==> src/rtl/multi_cycle_control_fsm_if.sv <==
// multi_cycle_control_fsm_if: control bundle between the TSC main control FSM and the datapath.
//   opcode/funct/input_ready : instruction fields and memory-done handshake into the FSM
//   ALUOp ... output_valid   : datapath enables, mux selects and memory strobes
//   is_halted, num_inst      : sticky halt flag and retired-instruction count
// Modports: master = control FSM, slave = datapath/memory side.
interface multi_cycle_control_fsm_if #(
  parameter int unsigned CNT_W = 16
) ();
  logic [3:0]       opcode;
  logic [5:0]       funct;
  logic             input_ready;
  logic             ALUOp;
  logic             pc_write;
  logic             pc_write_cond;
  logic [1:0]       pc_source;
  logic             i_or_d;
  logic             mem_read;
  logic             mem_write;
  logic             ir_write;
  logic             reg_write;
  logic [1:0]       reg_dst;
  logic [1:0]       mem_to_reg;
  logic             alu_src_a;
  logic [1:0]       alu_src_b;
  logic             output_valid;
  logic             is_halted;
  logic [CNT_W-1:0] num_inst;

  modport master (
    input  opcode, funct, input_ready,
    output ALUOp, pc_write, pc_write_cond, pc_source, i_or_d, mem_read, mem_write, ir_write,
    output reg_write, reg_dst, mem_to_reg, alu_src_a, alu_src_b, output_valid, is_halted,
    output num_inst
  );

  modport slave (
    output opcode, funct, input_ready,
    input  ALUOp, pc_write, pc_write_cond, pc_source, i_or_d, mem_read, mem_write, ir_write,
    input  reg_write, reg_dst, mem_to_reg, alu_src_a, alu_src_b, output_valid, is_halted,
    input  num_inst
  );
endinterface

==> src/rtl/multi_cycle_control_fsm.sv <==
// multi_cycle_control_fsm: multi-cycle main control for the TSC CPU.
// Sequences IF/ID/EX/MEM/WB (plus absorbing HALT), drives every datapath enable/select and
// handshakes with memory through input_ready.
// Ports:
//   clk     : sole clock, rising edge
//   reset_n : asynchronous active-low reset
//   bus     : multi_cycle_control_fsm_if.master (instruction fields in, controls out)
// Build option: define CTRL_INST_COUNT_EN to include the retired-instruction counter;
// otherwise num_inst is tied to 0.
module multi_cycle_control_fsm #(
  parameter int unsigned CNT_W = 16
) (
  input logic                       clk,
  input logic                       reset_n,
  multi_cycle_control_fsm_if.master bus
);

  localparam logic [3:0] OpBne = 4'd0;
  localparam logic [3:0] OpBeq = 4'd1;
  localparam logic [3:0] OpBgz = 4'd2;
  localparam logic [3:0] OpBlz = 4'd3;
  localparam logic [3:0] OpAdi = 4'd4;
  localparam logic [3:0] OpOri = 4'd5;
  localparam logic [3:0] OpLhi = 4'd6;
  localparam logic [3:0] OpLwd = 4'd7;
  localparam logic [3:0] OpSwd = 4'd8;
  localparam logic [3:0] OpJmp = 4'd9;
  localparam logic [3:0] OpJal = 4'd10;
  localparam logic [3:0] OpAlu = 4'd15;

  localparam logic [5:0] FnShr = 6'd7;  // functs 0..7 are the R-type ALU ops
  localparam logic [5:0] FnJpr = 6'd25;
  localparam logic [5:0] FnJrl = 6'd26;
  localparam logic [5:0] FnWwd = 6'd28;
  localparam logic [5:0] FnHlt = 6'd29;

  typedef enum logic [2:0] {StIf, StId, StEx, StMem, StWb, StHalt} state_e;

  typedef enum logic [3:0] {
    IcNop, IcRtype, IcAdi, IcOri, IcLwd, IcSwd, IcBranch,
    IcJmp, IcJal, IcJpr, IcJrl, IcWwd, IcHlt
  } iclass_e;

  state_e     state_q;
  logic [3:0] op_q;
  logic [5:0] fn_q;
  iclass_e    iclass;

  // Instruction class from the latched IR fields, so later input changes cannot leak in.
  always_comb begin
    iclass = IcNop;
    case (op_q)
      OpBne, OpBeq, OpBgz, OpBlz: iclass = IcBranch;
      OpAdi:                      iclass = IcAdi;
      OpOri, OpLhi:               iclass = IcOri;
      OpLwd:                      iclass = IcLwd;
      OpSwd:                      iclass = IcSwd;
      OpJmp:                      iclass = IcJmp;
      OpJal:                      iclass = IcJal;
      OpAlu: begin
        if (fn_q <= FnShr)       iclass = IcRtype;
        else if (fn_q == FnJpr)  iclass = IcJpr;
        else if (fn_q == FnJrl)  iclass = IcJrl;
        else if (fn_q == FnWwd)  iclass = IcWwd;
        else if (fn_q == FnHlt)  iclass = IcHlt;
        else                     iclass = IcNop;
      end
      default:                    iclass = IcNop;
    endcase
  end

  always_ff @(posedge clk or negedge reset_n) begin
    if (!reset_n) begin
      state_q <= StIf;
      op_q    <= 4'd0;
      fn_q    <= 6'd0;
    end else begin
      case (state_q)
        StIf: begin
          if (bus.input_ready) begin
            op_q    <= bus.opcode;
            fn_q    <= bus.funct;
            state_q <= StId;
          end
        end
        StId: begin
          case (iclass)
            IcJmp, IcJal, IcNop: state_q <= StIf;
            IcHlt:               state_q <= StHalt;
            default:             state_q <= StEx;
          endcase
        end
        StEx: begin
          case (iclass)
            IcRtype, IcAdi, IcOri: state_q <= StWb;
            IcLwd, IcSwd:          state_q <= StMem;
            default:               state_q <= StIf;
          endcase
        end
        StMem: begin
          if (bus.input_ready) state_q <= (iclass == IcLwd) ? StWb : StIf;
        end
        StWb:    state_q <= StIf;
        StHalt:  state_q <= StHalt;
        default: state_q <= StIf;
      endcase
    end
  end

  // Outputs decode from state + latched IR; the reset_n gate keeps every strobe low during reset
  // even though the state register already sits in IF.
  always_comb begin
    bus.ALUOp         = 1'b0;
    bus.pc_write      = 1'b0;
    bus.pc_write_cond = 1'b0;
    bus.pc_source     = 2'd0;
    bus.i_or_d        = 1'b0;
    bus.mem_read      = 1'b0;
    bus.mem_write     = 1'b0;
    bus.ir_write      = 1'b0;
    bus.reg_write     = 1'b0;
    bus.reg_dst       = 2'd0;
    bus.mem_to_reg    = 2'd0;
    bus.alu_src_a     = 1'b0;
    bus.alu_src_b     = 2'd0;
    bus.output_valid  = 1'b0;
    if (reset_n) begin
      case (state_q)
        StIf: begin
          bus.mem_read = 1'b1;
          bus.ir_write = bus.input_ready;
        end
        StId: begin
          bus.ALUOp     = 1'b1;
          bus.pc_write  = 1'b1;
          bus.alu_src_b = 2'd1;
          if (iclass == IcJmp || iclass == IcJal) bus.pc_source = 2'd2;
          if (iclass == IcJal) begin
            bus.reg_write  = 1'b1;
            bus.reg_dst    = 2'd2;
            bus.mem_to_reg = 2'd2;
          end
        end
        StEx: begin
          bus.ALUOp = 1'b1;
          case (iclass)
            IcRtype: begin
              bus.alu_src_a = 1'b1;
              bus.alu_src_b = 2'd0;
            end
            IcAdi, IcLwd, IcSwd: bus.alu_src_b = 2'd2;
            IcOri:               bus.alu_src_b = 2'd3;
            IcBranch: begin
              bus.pc_write_cond = 1'b1;
              bus.pc_source     = 2'd1;
            end
            IcJpr, IcJrl: begin
              bus.pc_source = 2'd3;
              bus.pc_write  = 1'b1;
              if (iclass == IcJrl) begin
                bus.reg_write  = 1'b1;
                bus.reg_dst    = 2'd2;
                bus.mem_to_reg = 2'd2;
              end
            end
            IcWwd:   bus.output_valid = 1'b1;
            default: ;
          endcase
        end
        StMem: begin
          bus.i_or_d    = 1'b1;
          bus.mem_read  = (iclass == IcLwd);
          bus.mem_write = (iclass == IcSwd);
        end
        StWb: begin
          bus.reg_write  = 1'b1;
          bus.mem_to_reg = (iclass == IcLwd) ? 2'd1 : 2'd0;
          bus.reg_dst    = (iclass == IcRtype) ? 2'd1 : 2'd0;
        end
        default: ;
      endcase
    end
  end

  assign bus.is_halted = (state_q == StHalt);

`ifdef CTRL_INST_COUNT_EN
  logic             retire;
  logic [CNT_W-1:0] cnt_q;

  // Each instruction retires in exactly one cycle; HLT never does.
  always_comb begin
    retire = 1'b0;
    case (state_q)
      StId:    retire = (iclass == IcJmp) || (iclass == IcJal) || (iclass == IcNop);
      StEx:    retire = (iclass == IcBranch) || (iclass == IcJpr) || (iclass == IcJrl) ||
                        (iclass == IcWwd);
      StMem:   retire = bus.input_ready && (iclass == IcSwd);
      StWb:    retire = 1'b1;
      default: retire = 1'b0;
    endcase
  end

  always_ff @(posedge clk or negedge reset_n) begin
    if (!reset_n) begin
      cnt_q <= '0;
    end else if (retire) begin
      cnt_q <= cnt_q + 1'b1;
    end
  end

  assign bus.num_inst = cnt_q;
`else
  assign bus.num_inst = {CNT_W{1'b0}};
`endif

endmodule

==> src/flat_wrapper.sv <==
// flat-port wrapper written by rule: the top's interface ports become plain ports
module multi_cycle_control_fsm_flat 
#(
  parameter int unsigned CNT_W = 16
)
  (clk, reset_n, bus_opcode, bus_funct, bus_input_ready, bus_ALUOp, bus_pc_write, bus_pc_write_cond, bus_pc_source, bus_i_or_d, bus_mem_read, bus_mem_write, bus_ir_write, bus_reg_write, bus_reg_dst, bus_mem_to_reg, bus_alu_src_a, bus_alu_src_b, bus_output_valid, bus_is_halted, bus_num_inst);
  multi_cycle_control_fsm_if #(.CNT_W(CNT_W)) bus_i ();
  input logic clk;
  input logic reset_n;
  input wire logic [$bits(bus_i.opcode)-1:0] bus_opcode;
  input wire logic [$bits(bus_i.funct)-1:0] bus_funct;
  input wire logic [$bits(bus_i.input_ready)-1:0] bus_input_ready;
  output wire logic [$bits(bus_i.ALUOp)-1:0] bus_ALUOp;
  output wire logic [$bits(bus_i.pc_write)-1:0] bus_pc_write;
  output wire logic [$bits(bus_i.pc_write_cond)-1:0] bus_pc_write_cond;
  output wire logic [$bits(bus_i.pc_source)-1:0] bus_pc_source;
  output wire logic [$bits(bus_i.i_or_d)-1:0] bus_i_or_d;
  output wire logic [$bits(bus_i.mem_read)-1:0] bus_mem_read;
  output wire logic [$bits(bus_i.mem_write)-1:0] bus_mem_write;
  output wire logic [$bits(bus_i.ir_write)-1:0] bus_ir_write;
  output wire logic [$bits(bus_i.reg_write)-1:0] bus_reg_write;
  output wire logic [$bits(bus_i.reg_dst)-1:0] bus_reg_dst;
  output wire logic [$bits(bus_i.mem_to_reg)-1:0] bus_mem_to_reg;
  output wire logic [$bits(bus_i.alu_src_a)-1:0] bus_alu_src_a;
  output wire logic [$bits(bus_i.alu_src_b)-1:0] bus_alu_src_b;
  output wire logic [$bits(bus_i.output_valid)-1:0] bus_output_valid;
  output wire logic [$bits(bus_i.is_halted)-1:0] bus_is_halted;
  output wire logic [$bits(bus_i.num_inst)-1:0] bus_num_inst;
  assign bus_i.opcode = bus_opcode;
  assign bus_i.funct = bus_funct;
  assign bus_i.input_ready = bus_input_ready;
  assign bus_ALUOp = bus_i.ALUOp;
  assign bus_pc_write = bus_i.pc_write;
  assign bus_pc_write_cond = bus_i.pc_write_cond;
  assign bus_pc_source = bus_i.pc_source;
  assign bus_i_or_d = bus_i.i_or_d;
  assign bus_mem_read = bus_i.mem_read;
  assign bus_mem_write = bus_i.mem_write;
  assign bus_ir_write = bus_i.ir_write;
  assign bus_reg_write = bus_i.reg_write;
  assign bus_reg_dst = bus_i.reg_dst;
  assign bus_mem_to_reg = bus_i.mem_to_reg;
  assign bus_alu_src_a = bus_i.alu_src_a;
  assign bus_alu_src_b = bus_i.alu_src_b;
  assign bus_output_valid = bus_i.output_valid;
  assign bus_is_halted = bus_i.is_halted;
  assign bus_num_inst = bus_i.num_inst;
  multi_cycle_control_fsm #(.CNT_W(CNT_W)) u_core (.clk(clk), .reset_n(reset_n), .bus(bus_i));
endmodule
==> config.mk <==
export PLATFORM = sky130hd
export DESIGN_NAME = multi_cycle_control_fsm_flat
export DESIGN_NICKNAME = d
export VERILOG_FILES = /design/src/rtl/multi_cycle_control_fsm_if.sv /design/src/rtl/multi_cycle_control_fsm.sv /design/src/flat_wrapper.sv
export SDC_FILE = /design/constraint.sdc
export NUM_CORES = 1
export LEC_CHECK = 0
export ABC_AREA = 1
export CAP_MARGIN = 10
export CELL_PAD_IN_SITES_DETAIL_PLACEMENT = 1
export CELL_PAD_IN_SITES_GLOBAL_PLACEMENT = 1
export CORE_UTILIZATION = 28
export DETAILED_ROUTE_END_ITERATION = 10
export GPL_TIMING_DRIVEN = 0
export PLACE_DENSITY = 0.79
export SETUP_SLACK_MARGIN = 0.05
export SYNTH_ARGS = -nofsm -noshare
export SYNTH_HDL_FRONTEND = slang
export SYNTH_SLANG_ARGS = --single-unit
==> constraint.sdc <==
create_clock -name clk -period 2.25 [get_ports clk]
set_input_delay 0.3375 -clock clk [delete_from_list [all_inputs] [get_ports clk]]
set_output_delay 0.3375 -clock clk [all_outputs]
set_load 0.05 [all_outputs]
==> impl_results.rst <==
.. list-table::
   :header-rows: 1

   * - Metric
     - Value
   * - Combinational family with the most area after synthesis
     - simple AND/OR/NAND/NOR gates
   * - Setup TNS Final
     - -0.150 ns
   * - Final weighted congestion of routability-driven global placement
     - 0.781
   * - Source-to-sink clock delay at the later pin of the worst-skew pair
     - 0.25 ns
   * - Total GRT Usage
     - 18.3%
   * - Finished Layout Cells
     - 314
   * - Final Hold Violating Endpoints
     - 0
   * - Sort of element at the start of the critical path
     - flip-flop
   * - Share of the synthesized area in compound gates (AO/OA/AOI/OAI)
     - 8.43%
   * - Fraction of layout instances using a drive strength above 1
     - 51.9%
   * - Total wire length after detailed routing
     - 4390 um
   * - Number of remaining DRC errors
     - 0
   * - Syn-to-layout area delta
     - 74.5%
   * - Status
     - finished with violations
   * - Largest incremental delay on the critical path
     - 0.43 ns
   * - Critical path endpoint category
     - primary output
   * - CTS tree
     - done
   * - Library cell contributing the largest single delay on the critical path
     - sky130_fd_sc_hd__dfrtp_1
   * - Fraction of the mapped netlist area in simple logic gates
     - 40.0%
   * - Number of filler instances in the final layout
     - 521
   * - Adder-Cell Fraction of Synth Area
     - 0%
   * - Antenna Nets Post-Route
     - 0
   * - Setup violators final
     - 6
   * - Final worst-path cycle share
     - 102%
   * - Unrepaired setup endpoints after global routing
     - true
   * - Average footprint of a synthesized cell
     - 6.27 um^2
   * - Post-route clock skew
     - 0.00391 ns
   * - Initial antenna violation count
     - 0
   * - Post-synthesis sequential area ratio
     - 27.7%
   * - Worst hold-check path type
     - in -> async
   * - # hold bufs at CTS
     - 0
   * - DR vias
     - 1448
   * - Wire per inst
     - 14.0 um
   * - Violations in the final reports
     - negative setup slack
   * - Detailed Route Iter0 Violations
     - 59
   * - Data arrival at the endpoint of the critical path
     - 1.95 ns
   * - Maximum clock frequency
     - 437 MHz
   * - Pre-antenna DRT Iters
     - 6
   * - Count of H-tree levels built during CTS
     - 1
   * - Cell Pwr Density
     - 1350 mW/mm^2
   * - Die Outline Area
     - 0.00445 mm^2
   * - CTS buffer count
     - 3
   * - Required arrival time at the worst endpoint
     - 1.91 ns
   * - Total area of multi-input combinational cells
     - 840 um^2
   * - Top cells by count, synth
     - sky130_fd_sc_hd__nor2_1 (35), sky130_fd_sc_hd__nand2_1 (33), sky130_fd_sc_hd__inv_1 (25)
   * - Hold Worst Slack
     - 0.0152 ns
   * - Setup slack after placement
     - -1.29 ns
   * - Clock-pin slew reported for the worst setup and hold paths after clock tree synthesis
     - 0.06 ns
   * - DP Cell Count
     - 283
   * - Maximum number of pins on one net before global-route repair
     - 18
   * - Worst IR Drop VDD
     - 0.520 mV
   * - Post-synthesis async set-or-reset flop share
     - 100%
   * - Most instantiated library cell after synthesis
     - sky130_fd_sc_hd__nor2_1
   * - Clock net sink count
     - 13
   * - Root buf cell
     - sky130_fd_sc_hd__clkbuf_8
   * - Number of synthesized flops with an enable pin
     - 0
   * - XOR/XNOR share of the synthesized area
     - 0%
   * - Count of buffers from port buffering
     - 31
   * - Number of antenna diodes
     - 0
   * - Count of maximum capacitance violations
     - 0
   * - Avg Vias per Cell
     - 4.61
   * - Height of the chip
     - 66.7 um
   * - Number of distinct library cells after synthesis
     - 27
   * - Leakage dissipation
     - 0.00108 uW
   * - Post-Syn Instances
     - 187
   * - Final max-slew violation count
     - 0
   * - Warnings from Yosys
     - 0
   * - Most frequently used flop master after synthesis
     - sky130_fd_sc_hd__dfrtp_1
   * - Seq. cell area
     - 329 um^2
   * - Vias in the first global route
     - 1344
   * - Final critical-path required period
     - 2.29 ns
   * - Total of flip-flops plus latches after synthesis
     - 13
   * - Critical path type
     - reg -> out
   * - Cell class contributing the biggest share of worst-path delay
     - simple AND/OR/NAND/NOR gates
   * - Top-level I/O count
     - 48
   * - Standard-cell rows
     - 23
   * - Total global routing overflow
     - 0
   * - CP dominant cell by count
     - sky130_fd_sc_hd__nand2_2
   * - Critical path buffer and inverter count
     - 2
   * - DP HPWL
     - 2620 um
   * - Critical Path Fanout Max
     - 4
   * - Library cell occupying the most area in the post-synthesis netlist
     - sky130_fd_sc_hd__dfrtp_1
   * - Core area
     - 0.00400 mm^2
   * - Final setup margin
     - -0.0392 ns
   * - Top area cells in the synthesized netlist
     - sky130_fd_sc_hd__dfrtp_1 (28%), sky130_fd_sc_hd__nor2_1 (11%), sky130_fd_sc_hd__buf_4 (11%)
   * - Cell area after synthesis
     - 0.00117 mm^2
   * - Crit-path cells
     - inv_2 > nor2_2 > nand3_1 > nand3_2 > nand2_2 > nand2_4 > nand2_2 > nand2_1 > nand2_2 > a21oi_2 > buf_6
   * - Clk buf depth
     - 2
   * - Count of nets after finishing
     - 278
   * - Top cell type's share of synthesized area
     - 27.7%
   * - Wire length of the first global-routing pass
     - 6150 um
   * - Starting density of the core
     - 29.3%
   * - Mux share of post-synthesis cell area
     - 1.92%
   * - Die width
     - 66.7 um
-- cell type report --
type | instances | area share (%)
Inverter | 32 | 6.42
Clock inverter | 1 | 0.245
Tap cell | 50 | 3.06
Sequential cell | 13 | 16.1
Buffer | 18 | 6.79
Multi-Input combinational cell | 139 | 41.0
Timing Repair Buffer | 58 | 24.3
Clock buffer | 3 | 2.02
-- cells by family after synthesis --
kind of cell / after synthesis
and+or+nand+nor: 103
buffers and inverters: 50
AOI/OAI and AO/OA: 18
DFF: 13
muxes: 2
other: 1
-- worst paths after layout --
kind                       depth (start not counted)                        from                             to  slack, ns
max in group asynchronous                          1                     reset_n     u_core.op_q[2]$_DFFE_PN0P_       1.91
min in group clk                                   1  u_core.fn_q[2]$_DFFE_PN0P_     u_core.fn_q[2]$_DFFE_PN0P_       0.57
hold reg to reg                                    1  u_core.fn_q[2]$_DFFE_PN0P_     u_core.fn_q[2]$_DFFE_PN0P_       0.57
hold / removal                                     1                     reset_n  u_core.state_q[1]$_DFFE_PN0P_       0.02
setup reg to reg                                  12  u_core.op_q[0]$_DFFE_PN0P_  u_core.state_q[0]$_DFFE_PN0P_       0.41
setup / recovery                                  11  u_core.fn_q[0]$_DFFE_PN0P_               bus_pc_source[0]      -0.04
-- layout by cell type, fill, tap and decap left out, drive strengths merged, types with 3 or more instances in the layout --
cell type      Yosys  final
buf               18     57
nor2              40     40
nand2             38     38
inv               31     31
nand3             18     18
conb               1     16
dfrtp             13     13
clkdlybuf4s50      0     11
a21oi             10     10
clkbuf             0      8
o21ai              5      5
nand4              3      3
-- per-stage QoR --
stage | power (uW) | utilization [%] | instance area [um^2]
after detailed placement | 1770 | 40.2 | 1610
after global placement | 1740 | 40.2 | 1610
after floorplan | 1450 | - | 1230
after global routing | 2940 | 51.1 | 2050
final | 2770 | 51.1 | 2050
after CTS | 2230 | 45.5 | 1820
-- repair_timing --
item | 4_1_cts | 5_1_grt
gates resized for setup | 121 | 60
pin swaps | 11 | 19
endpoints found under the setup margin | 18 | 17
setup buffers | 11 | 16
-- sequential cells by signal, summed over array words and instances, names as in the netlist --
register        flops
u_core.fn_q         6
u_core.op_q         4
u_core.state_q      3
-- report_power, final --
group	internal [uW]	switching, uW	leakage [uW]
combinational	795	1250	0.000912
clock	123	96.8	0.0000255
sequential	351	155	0.000147
total	1270	1500	0.00108
-- metal layers --
| layer | vias to the layer above | routed length, um | share of wire [%] | GRT usage [%] |
|---|---|---|---|---|
| li1 | 701 | - | - | - |
| met1 | 690 | 1720 | 39 | 22.0 |
| met2 | 44 | 2330 | 53 | 32.3 |
| met3 | 13 | 197 | 4.5 | 2.91 |
| met4 | 0 | 151 | 3.4 | 6.91 |
| met5 | - | 0 | 0 | 0 |
No activity file was read; power rests on OpenSTA's default activity.
